File: src/rtl/bilinear_lerp_pipe.sv
// -----------------------------------------------------------------------------
// bilinear_lerp_pipe
//
// Streaming bilinear interpolation datapath. Each beat carries four neighbours
// per lane (p00/p01 = row 0, p10/p11 = row 1) and a pair of weights shared by
// all lanes. Three register stages:
//   S1  horizontal lerp of both rows, exact (PIX_W+FRAC_W+1 bits)
//   S2  vertical lerp of the two row results, exact (PIX_W+2*FRAC_W+2 bits)
//   S3  optional half-LSB rounding, shift by 2*FRAC_W, saturate to PIX_W
// A beat accepted on one rising edge is visible at the output after the third
// rising edge, counting the accepting edge as the first.
//
// One global enable stalls every stage at once:
//   en = out_ready | ~out_valid, in_ready = en.
//
// Configuration macro: BILIN_ROUND_EN
//   defined   -> round-half-up in S3
//   undefined -> truncate in S3
//
// Ports
//   clk, rst            clock, asynchronous active-high reset
//   in_valid/in_ready   input handshake (in_ready is combinational on out_ready)
//   p00,p01,p10,p11     neighbours, lane i at [i*PIX_W +: PIX_W]
//   ax, ay              weights toward column 1 / row 1, 1.0 = 2^FRAC_W,
//                       values above 1.0 are clamped to 1.0
//   in_tag / out_tag    sideband tag carried with the beat
//   out_valid/out_ready output handshake
//   out_pix             interpolated pixels, same lane packing as inputs
//   clamp_cnt           saturating count of accepted beats with a clamped weight
// -----------------------------------------------------------------------------
module bilinear_lerp_pipe #(
  parameter int PIX_W  = 8,
  parameter int FRAC_W = 8,
  parameter int LANES  = 2,
  parameter int TAG_W  = 4
) (
  input  logic                   clk,
  input  logic                   rst,
  input  logic                   in_valid,
  output logic                   in_ready,
  input  logic [LANES*PIX_W-1:0] p00,
  input  logic [LANES*PIX_W-1:0] p01,
  input  logic [LANES*PIX_W-1:0] p10,
  input  logic [LANES*PIX_W-1:0] p11,
  input  logic [FRAC_W:0]        ax,
  input  logic [FRAC_W:0]        ay,
  input  logic [TAG_W-1:0]       in_tag,
  output logic                   out_valid,
  input  logic                   out_ready,
  output logic [LANES*PIX_W-1:0] out_pix,
  output logic [TAG_W-1:0]       out_tag,
  output logic [15:0]            clamp_cnt
);

  localparam int H_W = PIX_W + FRAC_W + 1;
  localparam int V_W = PIX_W + 2*FRAC_W + 2;
  localparam int R_W = V_W + 1;

  localparam logic [FRAC_W:0] ONE     = {1'b1, {FRAC_W{1'b0}}};
  localparam logic [R_W-1:0]  PIX_MAX = R_W'({PIX_W{1'b1}});
`ifdef BILIN_ROUND_EN
  localparam logic [R_W-1:0]  HALF    = R_W'(1) << (2*FRAC_W - 1);
`else
  localparam logic [R_W-1:0]  HALF    = '0;
`endif

  // Pipeline state
  logic                   r_s1_valid, r_s2_valid, r_s3_valid;
  logic [TAG_W-1:0]       r_s1_tag, r_s2_tag, r_s3_tag;
  logic [H_W-1:0]         r_s1_t [LANES];
  logic [H_W-1:0]         r_s1_b [LANES];
  logic [FRAC_W:0]        r_s1_ay;
  logic [V_W-1:0]         r_s2_v [LANES];
  logic [LANES*PIX_W-1:0] r_s3_pix;
  logic [15:0]            r_clamp_cnt;

  // Combinational stage logic
  logic                   w_en;
  logic                   w_accept;
  logic                   w_clamp_hit;
  logic [FRAC_W:0]        w_ax, w_ay;
  logic [H_W-1:0]         w_t [LANES];
  logic [H_W-1:0]         w_b [LANES];
  logic [V_W-1:0]         w_v [LANES];
  logic [R_W-1:0]         w_r [LANES];
  logic [R_W-1:0]         w_q [LANES];
  logic [PIX_W-1:0]       w_pix [LANES];

  assign w_en        = out_ready | ~r_s3_valid;
  assign w_accept    = in_valid & w_en;
  assign w_clamp_hit = (ax > ONE) | (ay > ONE);
  assign w_ax        = (ax > ONE) ? ONE : ax;
  assign w_ay        = (ay > ONE) ? ONE : ay;

  always_comb begin
    // NOTE: every array element is written on every pass through this block,
    // so nothing here can hold a previous value and no latch is inferred.
    for (int i = 0; i < LANES; i++) begin
      // S1: the weights sum to exactly 2^FRAC_W, so the result fits H_W bits.
      w_t[i] = H_W'(p00[i*PIX_W +: PIX_W]) * H_W'(ONE - w_ax)
             + H_W'(p01[i*PIX_W +: PIX_W]) * H_W'(w_ax);
      w_b[i] = H_W'(p10[i*PIX_W +: PIX_W]) * H_W'(ONE - w_ax)
             + H_W'(p11[i*PIX_W +: PIX_W]) * H_W'(w_ax);
      // S2: same argument one level up.
      w_v[i] = V_W'(r_s1_t[i]) * V_W'(ONE - r_s1_ay)
             + V_W'(r_s1_b[i]) * V_W'(r_s1_ay);
      // S3: one extra bit so the rounding add can never wrap.
      w_r[i] = R_W'(r_s2_v[i]) + HALF;
      w_q[i] = w_r[i] >> (2*FRAC_W);
      // Unreachable with clamped weights; kept as a guard on the final width.
      w_pix[i] = (w_q[i] > PIX_MAX) ? '1 : w_q[i][PIX_W-1:0];
    end
  end

  // NOTE: state is updated with non-blocking assignments so every stage reads
  // the value its predecessor held before this edge.
  always_ff @(posedge clk or posedge rst) begin
    if (rst) begin
      // Clearing the datapath too (not just the valids) gives out_pix and
      // out_tag their defined reset value of zero.
      r_s1_valid  <= 1'b0;
      r_s2_valid  <= 1'b0;
      r_s3_valid  <= 1'b0;
      r_s1_tag    <= '0;
      r_s2_tag    <= '0;
      r_s3_tag    <= '0;
      r_s1_ay     <= '0;
      r_s3_pix    <= '0;
      r_clamp_cnt <= '0;
      for (int i = 0; i < LANES; i++) begin
        r_s1_t[i] <= '0;
        r_s1_b[i] <= '0;
        r_s2_v[i] <= '0;
      end
    end else if (w_en) begin
      // A cycle with en high and no accepted beat loads a bubble into S1.
      r_s1_valid <= w_accept;
      r_s1_tag   <= in_tag;
      r_s1_ay    <= w_ay;
      r_s2_valid <= r_s1_valid;
      r_s2_tag   <= r_s1_tag;
      r_s3_valid <= r_s2_valid;
      r_s3_tag   <= r_s2_tag;
      for (int i = 0; i < LANES; i++) begin
        r_s1_t[i]                     <= w_t[i];
        r_s1_b[i]                     <= w_b[i];
        r_s2_v[i]                     <= w_v[i];
        r_s3_pix[i*PIX_W +: PIX_W]    <= w_pix[i];
      end
      if (w_accept && w_clamp_hit && (r_clamp_cnt != 16'hFFFF)) begin
        r_clamp_cnt <= r_clamp_cnt + 16'd1;
      end
    end
  end

  assign in_ready  = w_en;
  assign out_valid = r_s3_valid;
  assign out_pix   = r_s3_pix;
  assign out_tag   = r_s3_tag;
  assign clamp_cnt = r_clamp_cnt;

endmodule

File: config.mk
export PLATFORM = sky130hd
export DESIGN_NAME = bilinear_lerp_pipe
export DESIGN_NICKNAME = d
export VERILOG_FILES = /design/src/rtl/bilinear_lerp_pipe.sv
export SDC_FILE = /design/constraint.sdc
export NUM_CORES = 2
export LEC_CHECK = 0
export CAP_MARGIN = 20
export CORE_MARGIN = 5
export CORE_UTILIZATION = 42
export CTS_BUF_LIST = sky130_fd_sc_hd__clkbuf_2
export CTS_CLUSTER_DIAMETER = 150
export DETAILED_ROUTE_END_ITERATION = 10
export PLACE_DENSITY_LB_ADDON = 0.25
export SYNTH_ARGS = -nofsm -noshare
export SYNTH_HDL_FRONTEND = slang
export SYNTH_SLANG_ARGS = --single-unit
export TNS_END_PERCENT = 10
File: constraint.sdc
create_clock -name clk -period 9.03 [get_ports clk]
set_clock_uncertainty 0.1 [all_clocks]
set_input_delay 0.903 -clock clk [delete_from_list [all_inputs] [get_ports clk]]
set_output_delay 0.903 -clock clk [all_outputs]
set_load 0.03 [all_outputs]
## Word-level counts from Yosys, hierarchy flattened

Cells that the tools add are included.

- Add/sub/neg operators: 9
- Multiply operators: 12
- Divide/modulo/power cells: 0
- Order comparisons: 4
- Equality and inequality tests: 1
- Shifts and indexed selects: 0
- Mux-type cells: 4
- Bitwise gates (word level): 4
- Reductions and logical operators: 3

Operators with widths:

| cell | count |
|---|---|
| $add 17x17->17 | 4 |
| $mul 8x9->17 | 4 |
| $add 26x26->26 | 2 |
| $mul 17x9->26 | 2 |
| $mul 8x17->17 | 3 |
| $mul 17x26->26 | 1 |
| $mul 18x10->26 | 1 |
| $gt 10x8->1 const B | 2 |
| $sub 9x9->10 const A | 2 |
| $gt 9x9->1 const B | 2 |
| $mux 9 | 2 |
| $mul 9x10->17 | 1 |
| $add 16x1->16 const B | 1 |
| $mux 8 | 2 |
| $ne 16x16->1 const B | 1 |
| $logic_and 1x1->1 | 2 |
| $or 1x1->1 | 2 |
| $reduce_and 2->1 | 1 |
| $and 1x1->1 | 1 |
| $not 1->1 | 1 |

- Bits in registers: 176
- Bits in latches: 0
- Memory bits (writable): 0
- ROM bits: 0
- Bits of input ports: 90
- Output and inout port bits: 38
- Word-level logic and storage cells: 52
- Memories: 0

## Logic depth before layout (Yosys ltp)

- Word-level depth: 6
- Depth in mapped cells: 30
- Gate-level depth less buffers: 27

## Least setup slack after synthesis

OpenSTA, ideal clock, no wires.

- Kind: reg-to-reg
- Start: reg r_s1_ay[5]
- End: reg r_s2_v[51] (netlist bit)
- Library setup time: 0.129 ns
- Data arrival time: 7.333 ns
- Required time: 8.801 ns
- Setup slack: 1.468 ns
- Stages on the path, launching flop included: 27
- Path buffers: 2
- Period minus slack after synthesis: 7.562 ns
- Cells stage by stage: dfrtp_1 -> clkbuf_1 -> nor4_1 -> nand2b_1 -> nor3b_1 -> xor2_1 -> clkbuf_1 -> nand2_1 -> fa_1 -> inv_1 -> fa_1 -> inv_1 -> fa_1 -> fa_1 -> inv_1 -> fa_1 -> fa_1 -> inv_1 -> fa_1 -> inv_1 -> ha_1 -> inv_1 -> o41ai_4 -> a211oi_2 -> or4_4 -> a211oi_1 -> nor3_2

- Word-level cells in the longest chain between the ends: 3
- Elaborated cells on any way between the ends: 4
- Those cells by class: 2 x add/sub; 2 x mul

Ends and longest elaborated chain:

| element | RTL line | text |
|---|---|---|
| start: declaration | 72 | `logic [FRAC_W:0] r_s1_ay;` |
| start signal: assignment | 139 | `r_s1_ay <= w_ay;` |
| $sub 9x9->10 | 105 | `w_v[i] = V_W'(r_s1_t[i]) * V_W'(ONE - r_s1_ay)` |
| $mul 17x26->26 | 105 |  |
| $add 26x26->26 (*) | 106 | `+ V_W'(r_s1_b[i]) * V_W'(r_s1_ay);` |
| end signal: indexed assignment | 147 | `r_s2_v[i] <= w_v[i];` |
| end: declaration | 73 | `logic [V_W-1:0] r_s2_v [LANES];` |

Mark *: on every way between the ends. The rest lies on a longest branch, timed or not.
A chain may end at the register's enable or synchronous reset.

## Worst setup path after layout

- Start: reg r_s1_ay[2]
- End: reg r_s2_v[50] (netlist bit)

The elaborated chain is that of the path after synthesis.

==> summary.md <==
| Metric | Value |
|---|---|
| Global Route Usage Sum | 19.58% |
| Worst skew pair latency | 0.93 ns |
| DR vias | 33220 |
| Die W | between 300 and 400 µm |
| Crit Path Class | register to register |
| Area share of the largest cell type after synthesis | 46.37% |
| Final ANT Viol Nets | 0 |
| Reg area | 0.003605 mm² |
| CTS root buffer | clkbuf_2 |
| Achievable frequency | around 120 MHz |
| Worst Path Arrival | just over 9 ns |
| Routing usage on met2 | about a third |
| CTS clk-pin slew, worst paths | approximately 0.3 ns |
| Die area | 0.1213 mm² |
| Unrepaired setup endpoints after global routing | no |
| I/O pin count | 128 |
| Resized cells post-CTS | 0 |
| Layout cells sized above 1 | 2.549% |
| Die Span Y | about 350 µm |
| Share of flip-flops with an asynchronous set or reset | 100.0% |
| Worst path max stage delay | 0.55 ns |
| Clock buffer depth | 2 |
| Actual slew at the worst max-slew pin | 1.082 ns |
| # DRC | 0 |
| Synth top area cells | fa_1 46%, ha_1 11%, inv_1 10% |
| Final Hold Fails | 0 |
| Most common cell in the netlist | inv_1 |
| Fin crit share | between 90% and 100% |
| First-pass DRT Iterations | 5 |
| Drt wl/cell | roughly 17 µm |
| Largest net degree at the start of global routing | 76 |
| Synth Warn # | 0 |
| Post-Route Setup TNS | 0 ns |
| Hold_buf cts | 0 |
| CP Max Fanout | 21 |
| First-pass GRT wire length | 191.5 mm |
| # setup viols final | 0 |
| Synth unique cells | just over 60 |
| HPWL Detailed | 95.53 mm |
| Post-CTS Setup Bufs | 0 |
| Slew headroom | about 28% |
| Initial antenna violation count | 3 |
| Sink Count | 144 |
| Footprint of the multi-input gates | 0.03898 mm² |
| CTS tree | built |
| Grt met1 use | a little over a quarter |
| Site Rows | 124 |
| Largest area contributor in the netlist | fa_1 |
| # fillers | 11214 |
| WHS | 0.1875 ns |
| Average cell area after synthesis | 9.150 µm² |
| Req. time, crit path | 9.73 ns |
| GRT Residual Overflow | 0 |
| Seq/Total Area, Yosys | 7.499% |
| CP Capture Type | register |
| Via density | 4.878 |
| Final wirelength | 114.1 mm |
| Synth-to-Final Area Change | 6.874% |
| Mapped Area | roughly 0.048 mm² |
| CP Launch Type | register |
| Initial core utilization | between 40% and 50% |
| Outcome | finished clean |
| Max Slew Vio Count | 0 |
| Hold WC Path Type | primary input to asynchronous set/reset pin |
| Core area | 0.1140 mm² |
| Cell repeated most along the worst path | fa_1 |
| Maxcap violations | 0 |
| GP Congestion | around 0.85 |
| Post-synth EDFFs | 0 |
| DRT iter0 DRCs | 1611 |
| Top FF cell, synth | dfrtp_1 |
| Final min period | roughly 8.4 ns |
| Nets | 6902 |
| Number of global-route vias before repair | approximately 36000 |
| Buffers added on ports | 127 |
| Busiest grt layer | met2 |
| Post-synth top cells | 1317 x inv_1, 1113 x fa_1, 700 x nand2_1 |
| Number of H-tree levels | 4 |
| TritonCTS buffer count | 17 |
| Count of state elements after synthesis | 144 |
| Final Util | 45.04% |
| Crit-path slowest cell | fa_1 |
| Cells after Synth | 5252 |
| Met3 usage | 1.081% |
[cell type report]
| type | count | share of cell area (%) |
|---|---|---|
| timing repair buffer | 184 | 3.299 |
| sequential | 144 | 7.019 |
| inverter | 1317 | 9.645 |
| clock inverter | 15 | 0.2850 |
| antenna | 1 | 0.004872 |
| multi-input combinational | 3620 | 75.90 |
| tap | 1512 | 3.684 |
| clock buffer | 17 | 0.1657 |
[cells by family after synthesis]
kind of cell / count (synthesis) / share of synthesized area [%]
muxes: 2 / 0.04686
AOI/OAI and AO/OA: 267 / 3.687
other: 2 / 0.01563
DFF: 144 / 7.499
adders and majority gates: 1528 / 57.17
xor gates and xnor gates: 140 / 2.552
and+or+nand+nor: 1606 / 16.80
buffers and inverters: 1563 / 12.23
[worst max-delay path: cells and delay by family, from the launching register on]
| kind | cells | cell delay (ns) |
|---|---|---|
| fa+ha+maj | 8 | 3.75 |
| buf+inv | 7 | 0.72 |
| compound gates | 7 | 1.89 |
| simple gates | 6 | 1.33 |
| flops | 1 | 0.46 |
[metal layers]
metal	share of wire (%)	vias to the layer above
li1	-	15196
met1	44	17316
met2	51	592
met3	3.1	114
met4	1.7	2
met5	0.011	-
[placed cells by master (no fill, tap or decap), drive strengths merged, types with 14 or more instances in the layout]
cell,n
a211oi,16
a21o,14
a21oi,99
and2,669
and3,21
buf,58
clkbuf,17
clkdlybuf4s50,126
conb,77
dfrtp,144
fa,1113
ha,415
inv,1326
nand2,700
nand3,22
nand3b,15
nor2,89
nor3,24
o211ai,16
o21a,15
o21ai,28
o21bai,16
o22a,16
xnor2,107
xor2,33
[sequential cells by signal (all words and copies together), names as in the netlist]
signal	cells
clamp_cnt	16
out_pix	16
out_tag	4
out_valid	1
r_s1_ay	9
r_s1_b	34
r_s1_t	34
r_s1_tag	4
r_s1_valid	1
r_s2_tag	4
r_s2_v	20
r_s2_valid	1
[stage by stage]
step / instance area (µm²) / cells / worst slack, ns
3_3_place_gp: 51120 / 6776 / 0.7222
3_5_place_dp: 51120 / 6776 / 0.5847
5_1_grt: 51360 / 6810 / 0.1300
6_report: 51360 / 6810 / 0.6357
2_1_floorplan: 48340 / 5327 / 1.468
4_1_cts: 51350 / 6808 / 0.5041
[worst paths after layout]
path,from,depth (start not counted),to,slack (ns)
max reg2reg,r_s1_ay[2],28,r_s2_v[50],0.64
min in group clk,r_s2_valid,1,out_valid,0.39
min reg2reg,r_s2_valid,1,out_valid,0.39
max in group asynchronous,rst,4,r_s2_v[20],6.77
min,rst,2,out_pix[0],0.19
max,r_s1_ay[2],28,r_s2_v[50],0.64
Power is left out: the tool's default activity adds up to more than one toggle a clock period on the data nets, which glitch-free logic cannot reach.
